`src/rtl/truth_table_sweeper_pkg.sv`:
```
// Shared types for the truth-table sweeper: FSM state encoding and a counter-width helper.
package truth_table_sweeper_pkg;

  typedef enum logic [1:0] {
    ST_IDLE  = 2'd0,
    ST_DRIVE = 2'd1,
    ST_DONE  = 2'd2
  } state_t;

  // A 1-cycle hold still needs a 1-bit counter so the compare stays well-formed.
  function automatic int cnt_width(input int n);
    return (n > 1) ? $clog2(n) : 1;
  endfunction

endpackage

```
`src/rtl/truth_table_sweeper_if.sv`:
```
// Control/result bundle between the sweeper and whoever starts it and watches the DUT.
interface truth_table_sweeper_if #(
  parameter int NVARS = 4
) ();
  import truth_table_sweeper_pkg::*;

  // start is a level request taken only when the sweeper is idle or done; done stays
  // high with pass/err_count/first_err_* stable until the next accepted start or reset.
  logic             start;
  logic             y_in;
  logic [NVARS-1:0] vec_out;
  logic             busy;
  logic             done;
  logic             pass;
  logic [NVARS:0]   err_count;
  logic [NVARS-1:0] first_err_idx;
  logic             first_err_vld;
  state_t           state;

  modport master (
    output start, y_in,
    input  vec_out, busy, done, pass, err_count, first_err_idx, first_err_vld, state
  );

  modport slave (
    input  start, y_in,
    output vec_out, busy, done, pass, err_count, first_err_idx, first_err_vld, state
  );

endinterface

```
`src/rtl/truth_table_sweeper_hold_counter.sv`:
```
// Hold-time counter: counts up while enabled, clears on request, flags the last hold cycle.
module truth_table_sweeper_hold_counter
  import truth_table_sweeper_pkg::*;
#(
  parameter int HOLD_CYCLES = 5
) (
  input  logic clk,
  input  logic rst,
  input  logic clear,
  input  logic en,
  output logic tc
);

  localparam int CW = cnt_width(HOLD_CYCLES);

  logic [CW-1:0] cnt;

  always_ff @(posedge clk) begin
    if (rst || clear) begin
      cnt <= '0;
    end else if (en) begin
      cnt <= cnt + CW'(1);
    end
  end

  assign tc = (cnt == CW'(HOLD_CYCLES - 1));

endmodule

```
`src/rtl/truth_table_sweeper.sv`:
```
// Sweeps every input vector into a combinational DUT, samples y after a hold time and
// scores it against a constant truth table (bit i of EXPECT is y for vector i).
module truth_table_sweeper
  import truth_table_sweeper_pkg::*;
#(
  parameter int                  NVARS       = 4,
  parameter int                  HOLD_CYCLES = 5,
  parameter logic [2**NVARS-1:0] EXPECT      = '0
) (
  input logic                  clk,
  input logic                  rst,
  truth_table_sweeper_if.slave bus
);

  localparam logic [NVARS-1:0] LAST_IDX = NVARS'(2**NVARS - 1);

  state_t           state;
  logic [NVARS-1:0] idx;
  logic             busy;
  logic             done;
  logic             pass;
  logic [NVARS:0]   err_count;
  logic [NVARS-1:0] first_err_idx;
  logic             first_err_vld;

  logic tc;
  logic mismatch;

  // The counter idles at zero outside DRIVE and restarts each time a vector is sampled.
  truth_table_sweeper_hold_counter #(
    .HOLD_CYCLES(HOLD_CYCLES)
  ) u_hold (
    .clk  (clk),
    .rst  (rst),
    .clear((state != ST_DRIVE) || tc),
    .en   (state == ST_DRIVE),
    .tc   (tc)
  );

  assign mismatch = (bus.y_in != EXPECT[idx]);

  always_ff @(posedge clk) begin
    if (rst) begin
      state         <= ST_IDLE;
      idx           <= '0;
      busy          <= 1'b0;
      done          <= 1'b0;
      pass          <= 1'b0;
      err_count     <= '0;
      first_err_idx <= '0;
      first_err_vld <= 1'b0;
    end else begin
      case (state)
        ST_IDLE, ST_DONE: begin
          if (bus.start) begin
            state         <= ST_DRIVE;
            idx           <= '0;
            busy          <= 1'b1;
            done          <= 1'b0;
            pass          <= 1'b0;
            err_count     <= '0;
            first_err_idx <= '0;
            first_err_vld <= 1'b0;
          end
        end
        ST_DRIVE: begin
          if (tc) begin
            if (mismatch) begin
              err_count <= err_count + (NVARS+1)'(1);
              if (!first_err_vld) begin
                first_err_idx <= idx;
                first_err_vld <= 1'b1;
              end
            end
            // Terminal index is checked first so idx never wraps back to zero.
            if (idx == LAST_IDX) begin
              state <= ST_DONE;
              busy  <= 1'b0;
              done  <= 1'b1;
              pass  <= (err_count == '0) && !mismatch;
            end else begin
              idx <= idx + NVARS'(1);
            end
          end
        end
        default: begin
          state <= ST_IDLE;
          busy  <= 1'b0;
          done  <= 1'b0;
        end
      endcase
    end
  end

  assign bus.vec_out       = idx;
  assign bus.busy          = busy;
  assign bus.done          = done;
  assign bus.pass          = pass;
  assign bus.err_count     = err_count;
  assign bus.first_err_idx = first_err_idx;
  assign bus.first_err_vld = first_err_vld;
  assign bus.state         = state;

endmodule
```
`src/flat_wrapper.sv`:
```
// flat-port wrapper written by rule: the top's interface ports become plain ports
module truth_table_sweeper_flat import truth_table_sweeper_pkg::*;
#(
  parameter int                  NVARS       = 4,
  parameter int                  HOLD_CYCLES = 5,
  parameter logic [2**NVARS-1:0] EXPECT      = '0
)
  (clk, rst, bus_start, bus_y_in, bus_vec_out, bus_busy, bus_done, bus_pass, bus_err_count, bus_first_err_idx, bus_first_err_vld, bus_state);
  truth_table_sweeper_if #(.NVARS(NVARS)) bus_i ();
  input logic clk;
  input logic rst;
  input wire logic [$bits(bus_i.start)-1:0] bus_start;
  input wire logic [$bits(bus_i.y_in)-1:0] bus_y_in;
  output wire logic [$bits(bus_i.vec_out)-1:0] bus_vec_out;
  output wire logic [$bits(bus_i.busy)-1:0] bus_busy;
  output wire logic [$bits(bus_i.done)-1:0] bus_done;
  output wire logic [$bits(bus_i.pass)-1:0] bus_pass;
  output wire logic [$bits(bus_i.err_count)-1:0] bus_err_count;
  output wire logic [$bits(bus_i.first_err_idx)-1:0] bus_first_err_idx;
  output wire logic [$bits(bus_i.first_err_vld)-1:0] bus_first_err_vld;
  output wire logic [$bits(bus_i.state)-1:0] bus_state;
  assign bus_i.start = bus_start;
  assign bus_i.y_in = bus_y_in;
  assign bus_vec_out = bus_i.vec_out;
  assign bus_busy = bus_i.busy;
  assign bus_done = bus_i.done;
  assign bus_pass = bus_i.pass;
  assign bus_err_count = bus_i.err_count;
  assign bus_first_err_idx = bus_i.first_err_idx;
  assign bus_first_err_vld = bus_i.first_err_vld;
  assign bus_state = bus_i.state;
  truth_table_sweeper #(.NVARS(NVARS), .HOLD_CYCLES(HOLD_CYCLES), .EXPECT(EXPECT)) u_core (.clk(clk), .rst(rst), .bus(bus_i));
endmodule
```
`config.mk`:
```
export PLATFORM = sky130hd
export DESIGN_NAME = truth_table_sweeper_flat
export DESIGN_NICKNAME = d
export VERILOG_FILES = /design/src/rtl/truth_table_sweeper_pkg.sv /design/src/rtl/truth_table_sweeper_if.sv /design/src/rtl/truth_table_sweeper_hold_counter.sv /design/src/rtl/truth_table_sweeper.sv /design/src/flat_wrapper.sv
export SDC_FILE = /design/constraint.sdc
export NUM_CORES = 1
export LEC_CHECK = 0
export CAP_MARGIN = 40
export CORE_UTILIZATION = 49
export DETAILED_ROUTE_END_ITERATION = 8
export MAX_ROUTING_LAYER = met4
export PLACE_DENSITY_LB_ADDON = 0.3
export SYNTH_ARGS = -nofsm -noshare
export SYNTH_HDL_FRONTEND = slang
export SYNTH_SLANG_ARGS = --single-unit
```
`constraint.sdc`:
```
create_clock -name clk -period 2.12 [get_ports clk]
set_input_delay 0.212 -clock clk [delete_from_list [all_inputs] [get_ports clk]]
set_output_delay 0.212 -clock clk [all_outputs]
set_load 0.02 [all_outputs]
```
==> key figures <==
Clocking
  • Max Buffers Root-to-Sink: 2
  • Insertion delay to the later sink of the worst-skew pair: 310 ps
  • CTS root buf: sky130_fd_sc_hd__clkbuf_4
  • Clock tree sinks: 21
  • CTS Buf Count: 3
  • Post-cts hold buffer count: 0
  • Register clock-pin slew on the reported worst setup and hold paths: 120 ps
  • Buffer count from post-CTS setup fixing: 0
  • Clock tree from TritonCTS: built
  • Post-CTS Resized: 0
  • Depth of the CTS H-tree: 1

Cells and area
  • FILL cells: 186
  • Multi-input gate area in the final layout: 610.6 sq um
  • Ant diodes: 0
  • Fraction of final layout cells sized beyond drive strength 1: 6.757%
  • Signed area change from the synthesized netlist to the final layout: 25.48%
  • Utilization of the core after routing: 67.59%
  • Number of nets in the final layout: 158
  • Area of all sequential standard cells: 420.4 sq um

Logic synthesis
  • Cells after synthesis: 125
  • Cell types with the largest area share after synthesis: sky130_fd_sc_hd__dfxtp_1 38%, sky130_fd_sc_hd__ha_1 5.7%, sky130_fd_sc_hd__nand2b_1 5.7%, sky130_fd_sc_hd__mux2i_1 5.5%, sky130_fd_sc_hd__inv_1 3.4%
  • Syn Nets: 134
  • Yosys top cell by area: sky130_fd_sc_hd__dfxtp_1
  • Top cell types by occurrence after synthesis: 21 x sky130_fd_sc_hd__dfxtp_1, 10 x sky130_fd_sc_hd__inv_1, 10 x sky130_fd_sc_hd__nand2b_1
  • Average cell area after synthesis: 8.798 sq um
  • Yosys top cell area share: 38.23%
  • Synthesis Warnings: 0
  • Post-synth ARST share: 0%
  • Distinct cells, synth: 39
  • Post-Synthesis Cell Area: 1100 sq um
  • Flop and latch count out of synthesis: 21
  • Most common cell in the netlist: sky130_fd_sc_hd__dfxtp_1
  • Number of flops mapped to enable cells by yosys: 0
  • Part of the Yosys area used for sequential elements: 38.23%
  • Most frequently used flop master after synthesis: sky130_fd_sc_hd__dfxtp_1

Global route
  • Vias in the first global route: 898
  • Global-route wire length before repair: 4326 um
  • Pin count of the biggest net entering global routing: 25
  • Overall track demand over capacity in global routing: 23.59%
  • Remaining global-route overflow: 0
  • Number of antenna violations at the first check in global routing: 0

Critical path
  • Number of buffers and inverters on the critical path: 1
  • Critical path arrival: 2000 ps
  • Crit Reg-Reg Endpoint: u_core.bus.pass
  • Sort of element at the start of the critical path: flip-flop
  • Setup slack of the most critical reg-to-reg path: 360 ps
  • Worst r2r src: u_core.bus.err_count[0]
  • Maximum single-stage delay on the critical path: 440 ps
  • Dominant delay contributor by cell family on the critical path: simple AND/OR/NAND/NOR gates
  • Cells traversed along the worst timing path: inv_1 > ha_1 > or4b_1 > or4_1 > a311oi_1
  • Number of cell instances on the worst register-to-register path: 5
  • Crit path max-delay cell type: sky130_fd_sc_hd__or4b_1
  • Logic depth of the worst setup path including buffers: 5
  • CP Capture Type: flip-flop
  • Critical path class: flip-flop to flip-flop
  • Worst Path Max Fanout: 5
  • Required time of the critical path: 2360 ps

STA
  • Count of endpoints failing setup in the final report: 0
  • Peak Freq: 568.1 MHz
  • Unrepaired setup endpoints after global routing: false
  • Final worst path period share: 83.03%
  • Worst-case setup margin in the final layout: 359.9 ps
  • Final setup skew: 2.385 ps
  • Worst slew pin tran: 482.2 ps
  • Setup TNS: 0 ps
  • Remaining max-slew budget at the tightest pin: 67.79%
  • Max-slew violation count: 0
  • Final Hold Fails: 0
  • Clock period minus worst slack: 1760 ps

Power
  • Final total power: 0.7421 mW
  • Ratio of total power to cell area: 537.7 nW/um^2
  • P_leak: 0.5188 nW
  • Worst vdd rail ir drop: 0.4825 mV

Detailed routing
  • Total DRC errors in the routed layout: 0
  • Post-DR wirelength/cell: 14.28 um
  • Routed via count: 1022
  • Count of routing violations after the opening detailed-route iteration: 12
  • First-pass DRT Iterations: 4
  • Detailed-route vias per instance: 5.840
  • Total routed wirelength: 2499 um
  • Residual antenna-violating net count after detailed routing: 0

Floorplan
  • Cell row count: 16
  • Core area: 2042 sq um
  • Number of ports placed on the die boundary: 23
  • Die height: 49.38 um
  • Starting density of the core: 53.86%
  • Die Area: 2438 sq um
  • Die span in x: 49.38 um

Place
  • Placer congestion estimate: 0.8862
  • Buffers added on ports: 22
  • Post-place setup slack: 407.1 ps
  • Half-perimeter wire length after detailed placement: 1761 um

Hold path
  • Hold_sp: u_core.bus.first_err_idx[3]
  • Hold WC Path Type: flip-flop to flip-flop
  • Worst-case hold path end point: u_core.bus.first_err_idx[3]
  • Cell depth of the worst hold path: 2

Job
  • Max cap viols: 0

Status
  • Run status: completed
[cell type report]
type	count	area share [%]
clock buffers	3	1.632
clock inverters	1	0.3626
inverters	10	2.720
multi-input cells	87	44.24
flip-flops and latches	21	30.46
well taps	27	2.448
repair buffers	26	18.13
[placed cells by master, fill, tap and decap left out, types with 2 or more instances in the layout]
cell type / n
sky130_fd_sc_hd__a21oi_1: 4
sky130_fd_sc_hd__a22oi_1: 2
sky130_fd_sc_hd__a31oi_1: 2
sky130_fd_sc_hd__and3_1: 3
sky130_fd_sc_hd__and4b_1: 2
sky130_fd_sc_hd__buf_4: 4
sky130_fd_sc_hd__clkbuf_4: 3
sky130_fd_sc_hd__clkdlybuf4s50_1: 22
sky130_fd_sc_hd__dfxtp_1: 21
sky130_fd_sc_hd__ha_1: 5
sky130_fd_sc_hd__inv_1: 10
sky130_fd_sc_hd__mux2i_1: 6
sky130_fd_sc_hd__nand2_1: 9
sky130_fd_sc_hd__nand2b_1: 10
sky130_fd_sc_hd__nand3_1: 6
sky130_fd_sc_hd__nand3b_1: 2
sky130_fd_sc_hd__nor2_1: 5
sky130_fd_sc_hd__nor2b_1: 2
sky130_fd_sc_hd__nor3b_1: 2
sky130_fd_sc_hd__o211ai_1: 3
sky130_fd_sc_hd__o21ai_0: 3
sky130_fd_sc_hd__o32ai_1: 2
sky130_fd_sc_hd__o41a_1: 2
sky130_fd_sc_hd__or4_1: 2
[stage by stage]
step / std cells / cell area, sq um / hold slack [ps]
CTS: 175 / 1380 / 491.6
finish: 175 / 1380 / 488.3
floorplan: 125 / 1100 / 360.3
global placement: 171 / 1353 / 461.7
global route: 175 / 1380 / 524.4
detailed placement: 171 / 1353 / 469.3
[worst max path at each step]
stage | start | to | slack (ps)
after CTS | u_core.bus.err_count[0] | u_core.bus.pass | 380
after floorplan | u_core.bus.err_count[0] | u_core.bus.pass | 440
after global routing | u_core.bus.vec_out[0] | u_core.bus.pass | 220
final | u_core.bus.err_count[0] | u_core.bus.pass | 360
after detailed placement | rst | u_core.bus.vec_out[3] | 410
after global placement | u_core.bus.err_count[0] | u_core.bus.pass | 420
[logic make-up after synthesis]
family                   count (synthesis)  synth area share, %
AND/OR/NAND/NOR                         48                25.60
flip-flops                              21                38.22
adder cells (fa/ha/maj)                  5                5.688
multiplexers                             6                5.461
buffers and inverters                   17                6.257
AO/OA/AOI/OAI                           28                18.77
[layer usage]
metal | GRT usage [%] | up-vias | share of wire, %
li1 | - | 504 | -
met1 | 32.31 | 477 | 46
met2 | 36.07 | 39 | 47
met3 | 3.115 | 2 | 5.2
met4 | 7.143 | 0 | 1.3
met5 | - | - | 0
[tightest hold or removal path, cell delays in order (launching register included)]
cell and delay [ps]:
sky130_fd_sc_hd__dfxtp_1 330, sky130_fd_sc_hd__nand2b_1 60, sky130_fd_sc_hd__mux2i_1 60
[registers in the layout (all words and copies together), names as in the netlist]
register,flops
u_core.bus.err_count,5
u_core.bus.first_err_idx,4
u_core.bus.vec_out,4
u_core.u_hold.cnt,3
u_core.bus.busy,1
u_core.bus.done,1
u_core.bus.first_err_vld,1
u_core.bus.pass,1
u_core.bus.state,1
[power breakdown]
group          internal [mW]  switching [mW]
Sequential             0.406          0.0135
Combinational         0.0577          0.0614
Clock                 0.0706           0.132
Total                  0.535           0.207
Power figures use the tool's default switching activity.
==> variant (config.mk and constraints unchanged) <==
`NVARS` is set to 4 in 3 places; all go to 3.
--- a/src/rtl/truth_table_sweeper_if.sv
+++ b/src/rtl/truth_table_sweeper_if.sv
@@ -2,3 +2,3 @@
 interface truth_table_sweeper_if #(
-  parameter int NVARS = 4
+  parameter int NVARS = 3
 ) ();
--- a/src/rtl/truth_table_sweeper.sv
+++ b/src/rtl/truth_table_sweeper.sv
@@ -5,3 +5,3 @@
 #(
-  parameter int                  NVARS       = 4,
+  parameter int                  NVARS       = 3,
   parameter int                  HOLD_CYCLES = 5,
--- a/src/flat_wrapper.sv
+++ b/src/flat_wrapper.sv
@@ -3,3 +3,3 @@
 #(
-  parameter int                  NVARS       = 4,
+  parameter int                  NVARS       = 3,
   parameter int                  HOLD_CYCLES = 5,
Ports: changed (resized bus_err_count, bus_first_err_idx and bus_vec_out); port bits go from 23 to 20. The function was not compared with the original's and may differ.
==> variant against the unedited design <==
- final area is 20% lower
- critical path depth is 4 lower
- critical path type is now reg2out
- die area is 19% lower
- wire length is 31% lower
- sequential cell count is 4 lower
- count of clock-buffer cells in the layout stayed put
- synthesized area is 20% lower
- largest cell class unchanged
- worst hold slack worse by 0.011 ns
- fmax is 7.6% higher
- highest routed layer unchanged
- worst setup slack better by 0.12 ns
- core utilization is 1.7 points higher
Power is not compared: it rests on default switching activity, and its combinational part moved more than twofold at a synthesized area within 25%.
==> variant: results (changes against the unedited design) <==
* Largest net degree at the start of global routing at 14 (-44%)
* CP delay by family, top: buffers and inverters
* Slew HR at 0.7594 (+0.08154)
* Synth unique cells at 31 (-21%)
* Critical R2R Launch: u_core.u_hold.cnt[0]
* Placed inst area at 0.001077 mm2 (-20%)
* CP startpoint: u_core.bus.state[0]
* Overall Global Routing Usage at 0.2007 (-0.03523)
* First-pass GRT wire length at 2.932 mm (-32%)
* Met2 global-route usage at 0.3353 (-0.02544)
* CP max FO at 8 (+3)
* Placer Congestion at 0.7154 (-19%)
* Final net count at 124 (-22%)
* Detailed Route WL at 1.715 mm (-31%)
* PortBufs at 19 (-14%)
* Met1 Use GR at 0.2626 (-0.06051)
* Share of layout cells above drive strength 1 at 0.06195 (-0.005621)
* DRT iter0 DRCs at 31 (+19)
* Delay of the slowest cell on the worst path at 0.66 ns (+0.22 ns)
* Outcome: complete, no violations
* FILL cells at 146 (-22%)
* Crit-path slowest cell: clkdlybuf4s50_1
* Most frequent cells after synthesis: 17 x dfxtp_1, 7 x inv_1
* Sequential area share after synthesis at 0.3847 (+0.002472)
* Vias in the first global route at 673 (-25%)
-- variant: where the power goes --
part	internal, uW	switching, uW
logic	21.9	30.7
registers	322	4.61
clock network	70.0	107
total	414	142
-- variant: path summary, 6_finish.rpt --
kind         slack [ns]                          end
max                0.48                 bus_state[0]
min                0.48  u_core.bus.first_err_idx[2]
min reg2reg        0.48  u_core.bus.first_err_idx[2]
max reg2reg        0.59      u_core.bus.err_count[1]
-- variant: kinds of logic (layout without fill, tap and decap cells) --
kind of cell,after synthesis,after routing,share of synthesized area
compound gates,23,23,0.1697
flops,17,17,0.3847
mux,2,2,0.02263
fa+ha+maj,6,6,0.08486
buf+inv,13,31,0.06931
simple gates,34,34,0.2688
-- variant: area by class of cell --
type / instances / area share
inverters: 7 / 0.02378
multi-input cells: 65 / 0.4371
repair buffers: 20 / 0.1789
clock buffers: 3 / 0.02039
flip-flops and latches: 17 / 0.3080
clock inverters: 1 / 0.004530
well taps: 24 / 0.02718
-- variant: metal layers --
layer | vias to the layer above | wire length, um
met5 | - | 0
met4 | 0 | 8
met3 | 2 | 48
met2 | 12 | 796
met1 | 350 | 862
li1 | 386 | -
-- variant: per-stage QoR --
step	utilization	hold slack, ns	std cells	total power, uW
after CTS	0.6931	0.4850	137	557.0
after detailed placement	0.6758	0.4677	133	386.5
after global placement	0.6758	0.4424	133	384.6
after floorplan	-	0.3603	95	368.1
after global routing	0.6931	0.5184	137	580.4
final	0.6931	0.4776	137	556.3
